--- src/rtl/bcd_pkg.sv ---
// Shared types and helpers for the BCD scan parser: FSM states, digit width,
// blank code and the double-dabble digit correction.
package bcd_pkg;

    typedef enum logic [1:0] {
        IDLE   = 2'd0,
        SHIFT  = 2'd1,
        COMMIT = 2'd2
    } state_e;

    localparam int         BCD_DIGIT_W = 4;
    localparam logic [3:0] BLANK_CODE  = 4'hF;

    function automatic logic [3:0] dabble_adjust(input logic [3:0] digit);
        logic [3:0] res;
        if (digit >= 4'd5) begin
            res = digit + 4'd3;
        end else begin
            res = digit;
        end
        return res;
    endfunction

endpackage

--- src/rtl/bcd_scan_parser_if.sv ---
// Load handshake and committed-result bus between the value source and the parser.
interface bcd_scan_parser_if #(
    parameter int WIDTH  = 16,
    parameter int DIGITS = 4
);
    logic [WIDTH-1:0]    displayValue;
    logic                loadValid;
    logic                loadReady;
    logic                convDone;
    logic                overflow;
    logic [4*DIGITS-1:0] bcdValue;

    modport master (
        output displayValue, loadValid,
        input  loadReady, convDone, overflow, bcdValue
    );

    modport slave (
        input  displayValue, loadValid,
        output loadReady, convDone, overflow, bcdValue
    );
endinterface

--- src/rtl/bcd_scan_parser_dabble_core.sv ---
// Iterative double-dabble converter: IDLE/SHIFT/COMMIT FSM, working registers
// and the committed result register that the display reads.
module bcd_dabble_core
    import bcd_pkg::*;
#(
    parameter int WIDTH  = 16,
    parameter int DIGITS = 4
) (
    input  logic                          clk,
    input  logic                          reset,
    input  logic [WIDTH-1:0]              value_i,
    input  logic                          load_valid_i,
    output logic                          load_ready_o,
    output logic                          conv_done_o,
    output logic                          overflow_o,
    output logic [BCD_DIGIT_W*DIGITS-1:0] bcd_value_o
);
    localparam int BW    = BCD_DIGIT_W * DIGITS;
    localparam int CNT_W = $clog2(WIDTH);

    state_e           state_q, state_d;
    logic [WIDTH-1:0] bin_q, bin_d;
    logic [BW-1:0]    work_q, work_d;
    logic [BW-1:0]    adj_s;
    logic             sticky_q, sticky_d;
    logic [CNT_W-1:0] cnt_q, cnt_d;
    logic [BW-1:0]    bcd_value_q, bcd_value_d;
    logic             overflow_q, overflow_d;

    // Add-3 correction on every work digit ahead of the shift
    always_comb begin
        adj_s = '0;
        for (int i = 0; i < DIGITS; i++) begin
            adj_s[i*BCD_DIGIT_W +: BCD_DIGIT_W] = dabble_adjust(work_q[i*BCD_DIGIT_W +: BCD_DIGIT_W]);
        end
    end

    // Next-state and datapath update
    always_comb begin
        state_d     = state_q;
        bin_d       = bin_q;
        work_d      = work_q;
        sticky_d    = sticky_q;
        cnt_d       = cnt_q;
        bcd_value_d = bcd_value_q;
        overflow_d  = overflow_q;
        case (state_q)
            IDLE: begin
                if (load_valid_i) begin
                    state_d  = SHIFT;
                    bin_d    = value_i;
                    work_d   = '0;
                    sticky_d = 1'b0;
                    cnt_d    = '0;
                end else begin
                    state_d = IDLE;
                end
            end
            SHIFT: begin
                // A carry out of the top digit means the value needs more digits
                work_d   = {adj_s[BW-2:0], bin_q[WIDTH-1]};
                bin_d    = {bin_q[WIDTH-2:0], 1'b0};
                sticky_d = sticky_q | adj_s[BW-1];
                cnt_d    = cnt_q + 1'b1;
                if (cnt_q == CNT_W'(WIDTH - 1)) begin
                    state_d = COMMIT;
                end else begin
                    state_d = SHIFT;
                end
            end
            COMMIT: begin
                bcd_value_d = work_q;
                overflow_d  = sticky_q;
                state_d     = IDLE;
            end
            default: begin
                state_d = IDLE;
            end
        endcase
    end

    // State and working registers
    always_ff @(posedge clk or posedge reset) begin
        if (reset) begin
            state_q     <= IDLE;
            bin_q       <= '0;
            work_q      <= '0;
            sticky_q    <= 1'b0;
            cnt_q       <= '0;
            bcd_value_q <= '0;
            overflow_q  <= 1'b0;
        end else begin
            state_q     <= state_d;
            bin_q       <= bin_d;
            work_q      <= work_d;
            sticky_q    <= sticky_d;
            cnt_q       <= cnt_d;
            bcd_value_q <= bcd_value_d;
            overflow_q  <= overflow_d;
        end
    end

    assign load_ready_o = (state_q == IDLE);
    assign conv_done_o  = (state_q == COMMIT);
    assign overflow_o   = overflow_q;
    assign bcd_value_o  = bcd_value_q;

endmodule

--- src/rtl/bcd_scan_parser.sv ---
// Binary-to-BCD parser with a multiplexed seven-segment digit scan.
// Optional macro LEADING_ZERO_BLANK_EN blanks digits above the leading nonzero one.
module bcd_scan_parser
    import bcd_pkg::*;
#(
    parameter  int WIDTH       = 16,
    parameter  int DIGITS      = 4,
    parameter  int REFRESH_DIV = 1000,
    localparam int SEL_W       = (DIGITS > 1) ? $clog2(DIGITS) : 1
) (
    input  logic              clk,
    input  logic              reset,
    bcd_scan_parser_if.slave  bus,
    output logic [SEL_W-1:0]  digitSelect,
    output logic [DIGITS-1:0] digitEnable,
    output logic [3:0]        displayDigit
);
    localparam int REF_W = (REFRESH_DIV > 1) ? $clog2(REFRESH_DIV) : 1;

    logic [BCD_DIGIT_W*DIGITS-1:0] bcd_s;
    logic                          ovf_s;
    logic [REF_W-1:0]              refresh_q, refresh_d;
    logic [SEL_W-1:0]              index_q, index_d;
    logic [DIGITS-1:0]             blank_s;
    logic [DIGITS-1:0]             en_s;
    logic [3:0]                    nib_s;
    logic                          blank_sel_s;

    bcd_dabble_core #(
        .WIDTH  (WIDTH),
        .DIGITS (DIGITS)
    ) u_core (
        .clk          (clk),
        .reset        (reset),
        .value_i      (bus.displayValue),
        .load_valid_i (bus.loadValid),
        .load_ready_o (bus.loadReady),
        .conv_done_o  (bus.convDone),
        .overflow_o   (ovf_s),
        .bcd_value_o  (bcd_s)
    );

    assign bus.bcdValue = bcd_s;
    assign bus.overflow = ovf_s;

    // Free-running refresh divider and scan index
    always_comb begin
        refresh_d = refresh_q;
        index_d   = index_q;
        if (refresh_q == REF_W'(REFRESH_DIV - 1)) begin
            refresh_d = '0;
            if (index_q == SEL_W'(DIGITS - 1)) begin
                index_d = '0;
            end else begin
                index_d = index_q + 1'b1;
            end
        end else begin
            refresh_d = refresh_q + 1'b1;
        end
    end

    // Refresh counter and scan index registers
    always_ff @(posedge clk or posedge reset) begin
        if (reset) begin
            refresh_q <= '0;
            index_q   <= '0;
        end else begin
            refresh_q <= refresh_d;
            index_q   <= index_d;
        end
    end

`ifdef LEADING_ZERO_BLANK_EN
    // A position blanks while it and everything above it is zero; digit 0 always shows
    always_comb begin
        logic hi_zero;
        blank_s = '0;
        hi_zero = 1'b1;
        for (int i = DIGITS - 1; i >= 1; i--) begin
            hi_zero    = hi_zero & (bcd_s[i*BCD_DIGIT_W +: BCD_DIGIT_W] == 4'h0);
            blank_s[i] = hi_zero & ~ovf_s;
        end
    end
`else
    assign blank_s = '0;
`endif

    // Scan mux reads only the committed result, so partial conversions never show
    always_comb begin
        nib_s       = 4'h0;
        en_s        = '0;
        blank_sel_s = 1'b0;
        for (int i = 0; i < DIGITS; i++) begin
            if (index_q == SEL_W'(i)) begin
                nib_s       = bcd_s[i*BCD_DIGIT_W +: BCD_DIGIT_W];
                en_s[i]     = 1'b1;
                blank_sel_s = blank_s[i];
            end else begin
                en_s[i] = 1'b0;
            end
        end
    end

    assign digitSelect  = index_q;
    assign digitEnable  = blank_sel_s ? {DIGITS{1'b0}} : en_s;
    assign displayDigit = blank_sel_s ? BLANK_CODE : nib_s;

endmodule
--- src/flat_wrapper.sv ---
// flat-port wrapper written by rule: the top's interface ports become plain ports
module bcd_scan_parser_flat import bcd_pkg::*;
#(
    parameter  int WIDTH       = 16,
    parameter  int DIGITS      = 4,
    parameter  int REFRESH_DIV = 1000,
    localparam int SEL_W       = (DIGITS > 1) ? $clog2(DIGITS) : 1
)
  (clk, reset, digitSelect, digitEnable, displayDigit, bus_displayValue, bus_loadValid, bus_loadReady, bus_convDone, bus_overflow, bus_bcdValue);
  bcd_scan_parser_if #(.WIDTH(WIDTH), .DIGITS(DIGITS)) bus_i ();
  input  logic clk;
  input  logic reset;
  output logic [SEL_W-1:0] digitSelect;
  output logic [DIGITS-1:0] digitEnable;
  output logic [3:0] displayDigit;
  input wire logic [$bits(bus_i.displayValue)-1:0] bus_displayValue;
  input wire logic [$bits(bus_i.loadValid)-1:0] bus_loadValid;
  output wire logic [$bits(bus_i.loadReady)-1:0] bus_loadReady;
  output wire logic [$bits(bus_i.convDone)-1:0] bus_convDone;
  output wire logic [$bits(bus_i.overflow)-1:0] bus_overflow;
  output wire logic [$bits(bus_i.bcdValue)-1:0] bus_bcdValue;
  assign bus_i.displayValue = bus_displayValue;
  assign bus_i.loadValid = bus_loadValid;
  assign bus_loadReady = bus_i.loadReady;
  assign bus_convDone = bus_i.convDone;
  assign bus_overflow = bus_i.overflow;
  assign bus_bcdValue = bus_i.bcdValue;
  bcd_scan_parser #(.WIDTH(WIDTH), .DIGITS(DIGITS), .REFRESH_DIV(REFRESH_DIV)) u_core (.clk(clk), .reset(reset), .bus(bus_i), .digitSelect(digitSelect), .digitEnable(digitEnable), .displayDigit(displayDigit));
endmodule
--- config.mk ---
export PLATFORM = sky130hd
export DESIGN_NAME = bcd_scan_parser_flat
export DESIGN_NICKNAME = d
export VERILOG_FILES = /design/src/rtl/bcd_pkg.sv /design/src/rtl/bcd_scan_parser_if.sv /design/src/rtl/bcd_scan_parser_dabble_core.sv /design/src/rtl/bcd_scan_parser.sv /design/src/flat_wrapper.sv
export SDC_FILE = /design/constraint.sdc
export NUM_CORES = 1
export LEC_CHECK = 0
export BUFFER_PORTS_ARGS = -buffer_cell sky130_fd_sc_hd__buf_2
export CAP_MARGIN = 20
export CORE_ASPECT_RATIO = 1.75
export CORE_MARGIN = 4
export CORE_UTILIZATION = 50
export DETAILED_ROUTE_END_ITERATION = 7
export PLACE_DENSITY = 0.82
export SYNTH_ARGS = -nofsm -noshare
export SYNTH_HDL_FRONTEND = slang
export SYNTH_SLANG_ARGS = --single-unit
--- constraint.sdc ---
create_clock -name clk -period 4.4 [get_ports clk]
set_input_delay 0.44 -clock clk [delete_from_list [all_inputs] [get_ports clk]]
set_output_delay 0.44 -clock clk [all_outputs]
set_load 0.02 [all_outputs]
==> results of run 1 <==
layout by cell type (no fill, tap or decap), types with 3 or more instances in the layout:
cell,Yosys,final
sky130_fd_sc_hd__nor2_1,12,12
sky130_fd_sc_hd__o31ai_1,3,3
sky130_fd_sc_hd__mux2_2,9,9
sky130_fd_sc_hd__and2_1,5,5
sky130_fd_sc_hd__clkbuf_16,0,9
sky130_fd_sc_hd__a22o_1,6,6
sky130_fd_sc_hd__mux2i_1,5,5
sky130_fd_sc_hd__nand2_1,38,38
sky130_fd_sc_hd__a21oi_1,22,22
sky130_fd_sc_hd__ha_1,14,14
sky130_fd_sc_hd__nor3b_1,5,5
sky130_fd_sc_hd__nand2b_1,4,4
sky130_fd_sc_hd__dfrtp_1,68,68
sky130_fd_sc_hd__inv_1,16,15
sky130_fd_sc_hd__a31oi_1,10,10
sky130_fd_sc_hd__nand3_1,7,7
sky130_fd_sc_hd__xnor2_1,7,7
sky130_fd_sc_hd__xor2_1,5,5
sky130_fd_sc_hd__buf_2,7,47
sky130_fd_sc_hd__o21ai_0,43,43
sky130_fd_sc_hd__o22ai_1,20,20
metrics by stage:
step | utilization [%] | std cells | setup WS [ns] | hold slack [ns] | instance area (um2)
finish | 59.6 | 464 | 1.83 | 0.298 | 3890
global route | 59.6 | 464 | 1.65 | 0.372 | 3890
CTS | 59.3 | 463 | 1.84 | 0.312 | 3880
detailed placement | 55.2 | 448 | 2.20 | 0.478 | 3610
global placement | 55.2 | 448 | 2.21 | 0.461 | 3610
floorplan | - | 334 | 2.25 | 0.442 | 3340
area by class of cell:
type | instances | area [um2]
clock buffers | 13 | 260
clock inverters | 2 | 10.0
fillers | 568 | 2640
inverters | 17 | 63.8
multi-input cells | 233 | 1500
flip-flops and latches | 68 | 1700
well taps | 82 | 103
repair buffers | 49 | 258
cell families (layout without fill, tap and decap cells):
kind of cell,Yosys count,after routing,synth area share (%)
AOI/OAI and AO/OA,110,110,19.2
xor gates and xnor gates,12,12,3.15
adders and majority gates,14,14,5.24
buffers and inverters,33,81,4.19
DFF,68,68,50.9
muxes,16,16,5.43
and+or+nand+nor,81,81,11.8
metal layers:
layer / vias to the layer above / routed length (um) / GRT usage, % / share of wire, %
li1: 1273 / - / - / -
met1: 1305 / 2850 / 20.5 / 39
met2: 72 / 3830 / 33.4 / 53
met3: 21 / 306 / 4.31 / 4.2
met4: 0 / 282 / 12.3 / 3.9
met5: - / 0 / 0 / 0
worst max-delay path, stage by stage, from the launching register on:
cell	delay (ns)
sky130_fd_sc_hd__dfrtp_1	0.47
sky130_fd_sc_hd__inv_1	0.56
sky130_fd_sc_hd__nand2_2	0.46
sky130_fd_sc_hd__inv_1	0.12
sky130_fd_sc_hd__buf_2	0.17
sequential cells by signal, indices dropped and copies added (netlist names):
name                       count
u_core.u_core.sticky_q         1
u_core.digitSelect             2
u_core.u_core.cnt_q            4
u_core.refresh_q              10
u_core.u_core.overflow_o       1
u_core.u_core.work_q          16
u_core.u_core.state_q          2
u_core.u_core.bcd_value_o     16
u_core.u_core.bin_q           16
worst min path at each step:
stage | startpoint | slack (ns) | to | cells after the start
3_3_place_gp | u_core.u_core.bin_q[2]$_DFFE_PP0P_ | 0.46 | u_core.u_core.bin_q[2]$_DFFE_PP0P_ | 2
2_1_floorplan | u_core.u_core.bin_q[1]$_DFFE_PP0P_ | 0.44 | u_core.u_core.bin_q[1]$_DFFE_PP0P_ | 2
6_report | reset | 0.30 | u_core.u_core.bin_q[8]$_DFFE_PP0P_ | 2
4_1_cts | reset | 0.31 | u_core.refresh_q[3]$_DFF_PP0_ | 2
3_5_place_dp | u_core.u_core.bin_q[3]$_DFFE_PP0P_ | 0.48 | u_core.u_core.bin_q[3]$_DFFE_PP0P_ | 2
5_1_grt | reset | 0.37 | u_core.u_core.bin_q[8]$_DFFE_PP0P_ | 2
power by group:
| group | internal (mW) | leakage (nW) | switching [mW] | total, mW |
|---|---|---|---|---|
| Combinational | 0.382 | 0.845 | 0.520 | 0.902 |
| Clock | 0.407 | 0.135 | 0.244 | 0.650 |
| Sequential | 0.837 | 0.868 | 0.196 | 1.03 |
| Total | 1.63 | 1.85 | 0.959 | 2.59 |
==> metrics.txt, run 1 <==
# TYPE chip_impl_metric gauge
chip_impl_metric{name="power-per-cell-area",unit="nW/um2"} 664
chip_impl_metric{name="yosysWarnings",unit=""} 0
chip_impl_metric{name="fp.coreArea",unit="um2"} 6540
chip_impl_metric{name="fin_skew",unit="ns"} 0.00322
chip_impl_metric{name="grt_pass1_wl",unit="um"} 12200
chip_impl_metric{name="synthesis_to_layout_area_growth",unit="%"} 16.6
chip_impl_metric{name="power.total",unit="mW"} 2.59
chip_impl_info{name="cts_tree",value="done"} 1
chip_impl_metric{name="floorplan.die.height",unit="um"} 116
chip_impl_metric{name="finalWorstPathRequiredPeriod",unit="ns"} 2.57
chip_impl_info{name="critPathKind",value="register to output pin"} 1
chip_impl_info{name="post_synth_main_area_contributors",value="sky130_fd_sc_hd__dfrtp_1 (51%), sky130_fd_sc_hd__o21ai_0 (6.4%), sky130_fd_sc_hd__ha_1 (5.2%), sky130_fd_sc_hd__nand2_1 (4.3%), sky130_fd_sc_hd__o22ai_1 (3.7%)"} 1
chip_impl_metric{name="fin_crit_sh",unit="%"} 58.4
chip_impl_metric{name="net_total_in_the_final_layout",unit=""} 411
chip_impl_metric{name="start_util",unit="%"} 51.1
chip_impl_metric{name="gp_congestion",unit=""} 0.798
chip_impl_metric{name="via_count",unit=""} 2671
chip_impl_info{name="critPathCaptureType",value="output pin"} 1
chip_impl_info{name="outcome",value="finished, final reports clean"} 1
chip_impl_metric{name="seq_area_frac_synth",unit="%"} 50.9
chip_impl_metric{name="ys_async_sr_fraction",unit="%"} 100
chip_impl_info{name="critical_path.reg2reg.startpoint",value="u_core.u_core.state_q[1]$_DFF_PP0_"} 1
chip_impl_metric{name="dpl.hpwl",unit="um"} 5130
chip_impl_metric{name="cellLeakagePower",unit="nW"} 1.85
chip_impl_info{name="clock_tree.root_cell",value="sky130_fd_sc_hd__clkbuf_16"} 1
chip_impl_metric{name="floorplan.die_area",unit="um2"} 8100
chip_impl_metric{name="wl_per_cell",unit="um"} 15.7
chip_impl_metric{name="post_synthesis_net_count",unit=""} 367
chip_impl_metric{name="cp_data_arrival_time",unit="ns"} 2.13
chip_impl_metric{name="rows",unit=""} 39
chip_impl_metric{name="worst_supply_voltage_drop_on_vdd",unit="mV"} 0.374
chip_impl_metric{name="maxSlewHeadroom",unit="%"} 41.2
chip_impl_metric{name="synth.avg_cell_area",unit="um2"} 10.0
chip_impl_metric{name="io_buffers",unit=""} 47
chip_impl_metric{name="timing.reg2reg.setup_slack",unit="ns"} 2.31
chip_impl_metric{name="clk_lat_worst_skew",unit="ns"} 0.33
chip_impl_metric{name="synth.ff_latch_count",unit=""} 68
chip_impl_metric{name="numCtsBuffers",unit=""} 9
chip_impl_metric{name="required_time_of_the_critical_path",unit="ns"} 3.96
chip_impl_metric{name="die_w",unit="um"} 69.8
chip_impl_metric{name="netlist_area_pre_place",unit="um2"} 3340
chip_impl_metric{name="ant_nets",unit=""} 0
chip_impl_metric{name="setup-violations-final",unit=""} 0
chip_impl_info{name="setup_repair_after_global_routing_missed_its_margin",value="false"} 1
chip_impl_metric{name="routed_wl",unit="um"} 7270
chip_impl_metric{name="number_of_enable_flip_flop_cells_after_synthesis",unit=""} 0
chip_impl_metric{name="tritoncts_num_sinks",unit=""} 68
chip_impl_info{name="worst_r2r_endpoint",value="u_core.u_core.bin_q[5]$_DFFE_PP0P_"} 1
chip_impl_info{name="type_of_the_worst_min_delay_path",value="primary input to asynchronous set/reset pin"} 1
chip_impl_info{name="startpoint",value="u_core.u_core.state_q[0]$_DFF_PP0_"} 1
chip_impl_metric{name="cts.repair_timing.setup_buffer_count",unit=""} 0
chip_impl_metric{name="cts.repair.resized",unit=""} 0
chip_impl_info{name="most_repeated_cell_in_the_gate_level_netlist_after_synthesis",value="sky130_fd_sc_hd__dfrtp_1"} 1
chip_impl_metric{name="drive_above_1_share",unit="%"} 20.7
chip_impl_info{name="worst_setup_path_endpoint",value="bus_convDone"} 1
chip_impl_metric{name="first_global_vias",unit=""} 2712
chip_impl_metric{name="maxCapViolCount",unit=""} 0
chip_impl_metric{name="globalRouteTotalUtil",unit="%"} 19.0
chip_impl_metric{name="postCtsHoldBufs",unit=""} 0
chip_impl_info{name="synth-main-ff-cell",value="sky130_fd_sc_hd__dfrtp_1"} 1
chip_impl_metric{name="detailedRoute.firstPassIterationCount",unit=""} 4
chip_impl_metric{name="maxClockFrequency",unit="MHz"} 389
chip_impl_metric{name="report.final.slew_viol_count",unit=""} 0
chip_impl_metric{name="synth_cells",unit=""} 334
chip_impl_metric{name="drt_drc_violations_left",unit=""} 0
chip_impl_info{name="post_synth_most_frequent_cells",value="sky130_fd_sc_hd__dfrtp_1 (68), sky130_fd_sc_hd__o21ai_0 (43), sky130_fd_sc_hd__nand2_1 (38), sky130_fd_sc_hd__a21oi_1 (22), sky130_fd_sc_hd__o22ai_1 (20)"} 1
chip_impl_metric{name="clock_tree.buffer_depth",unit=""} 2
chip_impl_metric{name="detailedRoute.firstIterationViolations",unit=""} 157
chip_impl_metric{name="cp_max_fo",unit=""} 26
chip_impl_metric{name="netlist.area_leader.share",unit="%"} 50.9
chip_impl_metric{name="tightestPinTransition",unit="ns"} 0.880
chip_impl_metric{name="cts-htree-levels",unit=""} 3
chip_impl_metric{name="antenna_found_initial",unit=""} 0
chip_impl_metric{name="final_hold_viol_count",unit=""} 0
chip_impl_metric{name="antenna_cells_inserted",unit=""} 0
chip_impl_metric{name="worst-r2r-cell-count",unit=""} 4
chip_impl_info{name="post-synth-top-area-cell",value="sky130_fd_sc_hd__dfrtp_1"} 1
chip_impl_metric{name="largest_net_degree_at_the_start_of_global_routing",unit=""} 41
chip_impl_metric{name="totalNegativeSetupSlack",unit="ns"} 0
chip_impl_metric{name="via_per_inst",unit=""} 5.76
chip_impl_metric{name="clkTransAtPathRegs",unit="ns"} 0.05
chip_impl_info{name="start_kind",value="register"} 1
chip_impl_metric{name="yosysUniqueCellTypes",unit=""} 38
chip_impl_metric{name="global_route.overflow_total",unit=""} 0
chip_impl_metric{name="pin_count",unit=""} 48
Note: power is estimated with default switching activity, not from simulation.
==> run 2, diff against run 1 <==
Settings changed: PLACE_DENSITY 0.82 to 0.85.
Clock period 4.4 ns to 2.1 ns, I/O delays scaled along.
==> run 2 against run 1 <==
Effect of this change:
- combinational power is 120% higher
- non-clock buffer count is 6 higher
- global-route usage grew 1.2 points
- via count rose by 1.2%
- clock skew is essentially flat
- sequential power up 110%
- setup slack worse by 1.8 ns
- clock power rose by 95%
- routed wire length grew 5.0%
- critical path depth is 3 higher
- first-iteration DRC count shrank 36%
==> metrics.txt, run 2 (synthesis results as in run 1) <==
# TYPE chip_impl_metric gauge
chip_impl_metric{name="rows",unit=""} 39
chip_impl_metric{name="cp_max_fo",unit=""} 6
chip_impl_metric{name="via_count",unit=""} 2704
chip_impl_metric{name="io_buffers",unit=""} 47
chip_impl_info{name="start_kind",value="register"} 1
chip_impl_metric{name="fin_crit_sh",unit="%"} 97.1
chip_impl_metric{name="setup-violations-final",unit=""} 0
chip_impl_metric{name="layoutNonFillerInstCount",unit=""} 468
chip_impl_metric{name="floorplan.die.height",unit="um"} 116
chip_impl_metric{name="antenna_cells_inserted",unit=""} 0
chip_impl_metric{name="via_per_inst",unit=""} 5.78
chip_impl_metric{name="cts.repair_timing.setup_buffer_count",unit=""} 0
chip_impl_metric{name="dpl.hpwl",unit="um"} 5400
chip_impl_metric{name="tightestPinTransition",unit="ns"} 0.549
chip_impl_metric{name="start_util",unit="%"} 51.1
chip_impl_metric{name="finalWorstPathRequiredPeriod",unit="ns"} 2.04
chip_impl_metric{name="detailedRoute.firstIterationViolations",unit=""} 100
chip_impl_metric{name="power-per-cell-area",unit="nW/um2"} 1360
chip_impl_metric{name="power.total",unit="mW"} 5.41
chip_impl_metric{name="maxCapViolCount",unit=""} 0
chip_impl_info{name="most-common-layout-cells",value="sky130_fd_sc_hd__dfrtp_1 (67), sky130_fd_sc_hd__buf_2 (47), sky130_fd_sc_hd__o21ai_0 (40)"} 1
chip_impl_metric{name="antenna_found_initial",unit=""} 0
chip_impl_metric{name="clk_lat_worst_skew",unit="ns"} 0.33
chip_impl_info{name="clock_tree.root_cell",value="sky130_fd_sc_hd__clkbuf_16"} 1
chip_impl_metric{name="fin_skew",unit="ns"} 0.00360
chip_impl_metric{name="globalRouteTotalUtil",unit="%"} 20.2
chip_impl_metric{name="dp.cells",unit=""} 454
chip_impl_metric{name="clkTransAtPathRegs",unit="ns"} 0.05
chip_impl_metric{name="grt_pass1_wl",unit="um"} 13000
chip_impl_metric{name="cts-htree-levels",unit=""} 3
chip_impl_metric{name="report.final.slew_viol_count",unit=""} 0
chip_impl_metric{name="floorplan.die_area",unit="um2"} 8100
chip_impl_info{name="cts_tree",value="done"} 1
chip_impl_metric{name="layout.filler_cells",unit=""} 544
chip_impl_metric{name="detailedRoute.firstPassIterationCount",unit=""} 4
chip_impl_metric{name="first_global_vias",unit=""} 2798
chip_impl_metric{name="gp_congestion",unit=""} 0.838
chip_impl_metric{name="maxClockFrequency",unit="MHz"} 490
chip_impl_info{name="type_of_the_worst_min_delay_path",value="primary input to register"} 1
chip_impl_info{name="most_common_cell_after_layout_fill_and_taps_aside",value="sky130_fd_sc_hd__dfrtp_1"} 1
chip_impl_metric{name="fp.coreArea",unit="um2"} 6540
chip_impl_metric{name="clock_tree.buffer_depth",unit=""} 2
chip_impl_metric{name="wl_per_cell",unit="um"} 16.3
chip_impl_metric{name="net_total_in_the_final_layout",unit=""} 417
chip_impl_metric{name="pin_count",unit=""} 48
chip_impl_metric{name="final_hold_viol_count",unit=""} 0
chip_impl_metric{name="totalNegativeSetupSlack",unit="ns"} 0
chip_impl_metric{name="tritoncts_num_sinks",unit=""} 68
chip_impl_metric{name="cellLeakagePower",unit="nW"} 1.87
chip_impl_metric{name="drt_drc_violations_left",unit=""} 0
chip_impl_metric{name="global_route.overflow_total",unit=""} 0
chip_impl_metric{name="ant_nets",unit=""} 0
chip_impl_metric{name="maxSlewHeadroom",unit="%"} 63.4
chip_impl_metric{name="required_time_of_the_critical_path",unit="ns"} 1.89
chip_impl_info{name="critPathKind",value="register to output pin"} 1
chip_impl_metric{name="die_w",unit="um"} 69.8
chip_impl_metric{name="worst_supply_voltage_drop_on_vdd",unit="mV"} 0.704
chip_impl_metric{name="synthesis_to_layout_area_growth",unit="%"} 18.7
chip_impl_info{name="critPathCaptureType",value="output pin"} 1
chip_impl_metric{name="drive_above_1_share",unit="%"} 22.5
chip_impl_metric{name="cp_data_arrival_time",unit="ns"} 1.83
chip_impl_metric{name="numCtsBuffers",unit=""} 9
chip_impl_info{name="outcome",value="finished, final reports clean"} 1
chip_impl_metric{name="largest_net_degree_at_the_start_of_global_routing",unit=""} 45
chip_impl_metric{name="routed_wl",unit="um"} 7630
-- run 2: area by class of cell --
cell class | count | area, um2 | area share [%]
Timing Repair Buffer | 55 | 323 | 8.14
Multi-Input combinational cell | 233 | 1530 | 38.7
Sequential cell | 68 | 1700 | 42.9
Tap cell | 82 | 103 | 2.59
Clock buffer | 13 | 240 | 6.06
Inverter | 17 | 63.8 | 1.61
-- run 2: per-layer routing --
metal | part of all wire [%] | vias to the layer above | wire length (um) | GRT usage [%]
li1 | - | 1284 | - | -
met1 | 38 | 1339 | 2890 | 22.2
met2 | 55 | 63 | 4210 | 36.0
met3 | 4.1 | 18 | 314 | 5.08
met4 | 2.9 | 0 | 223 | 10.6
met5 | 0 | - | 0 | 0
-- run 2: worst paths after layout --
path                                                     from                                         to  slack [ns]  cells past startpoint
setup / recovery            u_core.digitSelect[0]$_DFFE_PP0N_                            displayDigit[1]        0.06                      7
hold / removal                            bus_displayValue[0]         u_core.u_core.bin_q[0]$_DFFE_PP0P_        0.13                      2
setup reg to reg                u_core.refresh_q[0]$_DFF_PP0_          u_core.digitSelect[0]$_DFFE_PP0N_        0.18                      5
hold reg to reg            u_core.u_core.bin_q[2]$_DFFE_PP0P_         u_core.u_core.bin_q[2]$_DFFE_PP0P_        0.48                      2
max in group asynchronous                               reset          u_core.digitSelect[0]$_DFFE_PP0N_        0.97                      4
min in group asynchronous                               reset  u_core.u_core.bcd_value_o[15]$_DFFE_PP0P_        0.48                      3
-- run 2: critical path: stages (launching register included) --
cell                      delay, ns
sky130_fd_sc_hd__dfrtp_2       0.46
sky130_fd_sc_hd__inv_1         0.15
sky130_fd_sc_hd__ha_4          0.17
sky130_fd_sc_hd__nand2_1       0.06
sky130_fd_sc_hd__o21ai_0       0.16
sky130_fd_sc_hd__o21ai_0       0.15
sky130_fd_sc_hd__o21ai_0       0.17
sky130_fd_sc_hd__buf_2         0.18
-- run 2: through the flow --
stage          hold slack [ns]  util [%]  cell area, um2  worst slack, ns
2_1_floorplan            0.380         -            3340            0.178
3_3_place_gp             0.289      56.3            3680            0.293
3_5_place_dp             0.302      56.3            3680            0.207
4_1_cts                  0.124      60.1            3930           0.0364
5_1_grt                  0.153      60.7            3970          -0.0166
6_report                 0.132      60.7            3970           0.0603
-- run 2: power by group --
group / internal [mW] / switching [mW]
Sequential: 1.75 / 0.406
Combinational: 0.863 / 1.12
Clock: 0.779 / 0.493
-- run 2: what timing repair did --
| item | in CTS | in global routing |
|---|---|---|
| endpoints found under the setup margin | 3 | 4 |
| cloned | 0 | 0 |
| hold buffers | 1 | 0 |
| hold endpoints to repair | 24 | 0 |
| gates resized for setup | 4 | 8 |
==> run 3, diff against run 2 <==
Settings changed: BUFFER_PORTS_ARGS -buffer_cell sky130_fd_sc_hd__buf_2 to not set, DONT_BUFFER_PORTS set to 1, PLACE_DENSITY 0.85 to 0.79.
==> run 3 against run 2 <==
Effect of this change:
- global-route usage down 1.0 points
- worst hold slack worse by 0.076 ns
- via count down 7.6%
- setup slack better by 0.036 ns
- sequential power up 5%
- routed wire length down 5.8%
- critical endpoint is now displayDigit[0]
==> metrics.txt, run 3 (synthesis results as in run 1) <==
# TYPE chip_impl_metric gauge
chip_impl_metric{name="routed_wl",unit="um"} 7190
chip_impl_metric{name="numCtsBuffers",unit=""} 9
chip_impl_info{name="type_of_the_worst_min_delay_path",value="primary input to register"} 1
chip_impl_metric{name="setup-violations-final",unit=""} 0
chip_impl_info{name="worst_hold_startpoint",value="bus_displayValue[0]"} 1
chip_impl_metric{name="worst_supply_voltage_drop_on_vdd",unit="mV"} 0.870
chip_impl_metric{name="die_w",unit="um"} 69.8
chip_impl_metric{name="critical_path_buf_inv_count",unit=""} 2
chip_impl_metric{name="final_hold_viol_count",unit=""} 0
chip_impl_metric{name="wl_per_cell",unit="um"} 16.7
chip_impl_metric{name="power_switching",unit="mW"} 1.97
chip_impl_metric{name="detailedRoute.firstPassIterationCount",unit=""} 5
chip_impl_metric{name="maxSlewHeadroom",unit="%"} 57.0
chip_impl_metric{name="drt_drc_violations_left",unit=""} 0
chip_impl_metric{name="comb_power_share",unit="%"} 31.2
chip_impl_metric{name="timing.reg2reg.setup_slack",unit="ns"} 0.22
chip_impl_metric{name="worstSetupPathDepth",unit=""} 7
chip_impl_info{name="crit_path_cell_trace",value="inv_1 > ha_4 > nand2_1 > o21ai_0 > o21ai_0 > o21ai_0 > buf_4"} 1
chip_impl_info{name="critPathSlowestCell",value="sky130_fd_sc_hd__dfrtp_1"} 1
chip_impl_metric{name="cp_max_fo",unit=""} 5
chip_impl_metric{name="hold-worst-slack",unit="ns"} 0.0565
chip_impl_metric{name="power-per-cell-area",unit="nW/um2"} 1420
chip_impl_metric{name="dp.cells",unit=""} 414
chip_impl_metric{name="cell_internal_pwr",unit="mW"} 3.45
chip_impl_metric{name="maxClockFrequency",unit="MHz"} 499
chip_impl_metric{name="tightestPinTransition",unit="ns"} 0.643
chip_impl_metric{name="pin_count",unit=""} 48
chip_impl_metric{name="synthesis_to_layout_area_growth",unit="%"} 14.0
chip_impl_metric{name="first_global_vias",unit=""} 2601
chip_impl_metric{name="floorplan.die_area",unit="um2"} 8100
chip_impl_metric{name="dpl-instance-area",unit="um2"} 3470
chip_impl_metric{name="gp_congestion",unit=""} 0.826
chip_impl_info{name="outcome",value="finished, final reports clean"} 1
chip_impl_metric{name="fin_crit_sh",unit="%"} 95.4
chip_impl_metric{name="postLayoutCellArea",unit="um2"} 3810
chip_impl_metric{name="clock_power_share",unit="%"} 26.9
chip_impl_metric{name="via_count",unit=""} 2498
chip_impl_info{name="clock_tree.root_cell",value="sky130_fd_sc_hd__clkbuf_16"} 1
chip_impl_metric{name="fin_skew",unit="ns"} 0.00447
chip_impl_info{name="startpoint",value="u_core.digitSelect[0]$_DFFE_PP0N_"} 1
chip_impl_metric{name="globalRouteTotalUtil",unit="%"} 19.2
chip_impl_metric{name="antenna_cells_inserted",unit=""} 0
chip_impl_info{name="setup_repair_after_global_routing_missed_its_margin",value="false"} 1
chip_impl_metric{name="required_time_of_the_critical_path",unit="ns"} 1.89
chip_impl_metric{name="grt_pass1_wl",unit="um"} 12200
chip_impl_metric{name="clock_tree.buffer_depth",unit=""} 2
chip_impl_info{name="most-common-layout-cells",value="sky130_fd_sc_hd__dfrtp_1 (67), sky130_fd_sc_hd__o21ai_0 (41), sky130_fd_sc_hd__nand2_1 (38)"} 1
chip_impl_metric{name="floorplan.die.height",unit="um"} 116
chip_impl_info{name="hold_end",value="u_core.u_core.bin_q[0]$_DFFE_PP0P_"} 1
chip_impl_metric{name="largest_net_degree_at_the_start_of_global_routing",unit=""} 27
chip_impl_metric{name="ant_nets",unit=""} 0
chip_impl_info{name="worst_path_dominant_cell_family",value="compound AO/OA/AOI/OAI gates"} 1
chip_impl_metric{name="finalWorstPathRequiredPeriod",unit="ns"} 2.00
chip_impl_metric{name="via_per_inst",unit=""} 5.81
chip_impl_metric{name="maxCapViolCount",unit=""} 0
chip_impl_info{name="worst_r2r_endpoint",value="u_core.digitSelect[1]$_DFFE_PP0N_"} 1
chip_impl_metric{name="seq_power_share",unit="%"} 41.9
chip_impl_metric{name="utilization",unit="%"} 58.2
chip_impl_info{name="critPathCaptureType",value="output pin"} 1
chip_impl_metric{name="global_route.overflow_total",unit=""} 0
chip_impl_info{name="cts_tree",value="done"} 1
chip_impl_info{name="critical_path.reg2reg.startpoint",value="u_core.refresh_q[0]$_DFF_PP0_"} 1
chip_impl_metric{name="rows",unit=""} 39
chip_impl_metric{name="worst-r2r-cell-count",unit=""} 5
chip_impl_metric{name="antenna_found_initial",unit=""} 0
chip_impl_info{name="critPathKind",value="register to output pin"} 1
chip_impl_metric{name="cts-htree-levels",unit=""} 3
chip_impl_metric{name="worst_path_max_stage_delay",unit="ns"} 0.44
chip_impl_metric{name="tritoncts_num_sinks",unit=""} 68
chip_impl_metric{name="clk_lat_worst_skew",unit="ns"} 0.33
chip_impl_metric{name="power_switching_share",unit="%"} 36.4
chip_impl_metric{name="dpl.hpwl",unit="um"} 5120
chip_impl_metric{name="io_buffers",unit=""} 0
chip_impl_metric{name="fp.coreArea",unit="um2"} 6540
chip_impl_metric{name="drive_above_1_share",unit="%"} 14.1
chip_impl_metric{name="cts.repair_timing.setup_buffer_count",unit=""} 0
chip_impl_metric{name="cellLeakagePower",unit="nW"} 1.69
chip_impl_metric{name="detailedRoute.firstIterationViolations",unit=""} 162
chip_impl_metric{name="cp_data_arrival_time",unit="ns"} 1.79
chip_impl_info{name="start_kind",value="register"} 1
chip_impl_info{name="most_common_cell_after_layout_fill_and_taps_aside",value="sky130_fd_sc_hd__dfrtp_1"} 1
chip_impl_metric{name="net_total_in_the_final_layout",unit=""} 377
chip_impl_metric{name="layoutNonFillerInstCount",unit=""} 430
chip_impl_metric{name="totalNegativeSetupSlack",unit="ns"} 0
chip_impl_metric{name="timing.hold.worst_path_depth",unit=""} 1
chip_impl_info{name="cp_common_cell",value="sky130_fd_sc_hd__o21ai_0"} 1
chip_impl_metric{name="clkTransAtPathRegs",unit="ns"} 0.05
chip_impl_metric{name="start_util",unit="%"} 51.1
chip_impl_metric{name="report.final.slew_viol_count",unit=""} 0
## run 3: cell count changes in the layout (fill, tap and decap cells not counted), moves of 2 or more
cell / delta
sky130_fd_sc_hd__buf_12: -2
sky130_fd_sc_hd__buf_2: -47
sky130_fd_sc_hd__buf_4: +9
sky130_fd_sc_hd__o21ai_2: -2
## run 3: area by class of cell
type / instances / area (um2)
timing repair buffer: 15 / 115
clock buffer: 13 / 250
multi-input combinational: 233 / 1540
sequential: 68 / 1700
tap: 82 / 103
inverter: 17 / 63.8
fill: 552 / 2730
clock inverter: 2 / 35.0
## run 3: routing by layer
metal  track usage [%]  vias up  routed length [um]
li1                  -     1207                   -
met1              21.1     1210                2900
met2              34.0       63                3770
met3              4.82       18                 285
met4              10.4        0                 242
met5                 0        -                   0
## run 3: how the worst max path moves through the flow
stage                                             end  slack (ns)
floorplan           u_core.digitSelect[0]$_DFFE_PP0N_        0.18
global placement    u_core.digitSelect[0]$_DFFE_PP0N_        0.32
detailed placement  u_core.digitSelect[1]$_DFFE_PP0N_        0.25
CTS                                   displayDigit[0]        0.03
global route                          displayDigit[0]       0.002
finish                                displayDigit[0]         0.1
## run 3: metrics by stage
| step | power, mW | setup WS, ns |
|---|---|---|
| after floorplan | 3.53 | 0.178 |
| after global placement | 3.89 | 0.323 |
| after detailed placement | 4.00 | 0.252 |
| after CTS | 5.47 | 0.0325 |
| after global routing | 5.82 | 0.00242 |
| final | 5.42 | 0.0965 |
## run 3: timing repair
action / 4_1_cts / 5_1_grt
resized for setup: 1 / 10
setup endpoints to repair: 4 / 4
hold buffers: 1 / 0
endpoints found under the hold margin: 23 / 0
cloned: 0 / 0
## run 3: power by group through the flow
| stage | clock network, mW | registers (mW) | logic, mW |
|---|---|---|---|
| floorplan | 0 | 2.14 | 1.39 |
| global placement | 0 | 2.27 | 1.62 |
| detailed placement | 0 | 2.29 | 1.71 |
| CTS | 1.47 | 2.27 | 1.72 |
| global route | 1.54 | 2.34 | 1.94 |
| finish | 1.46 | 2.27 | 1.69 |
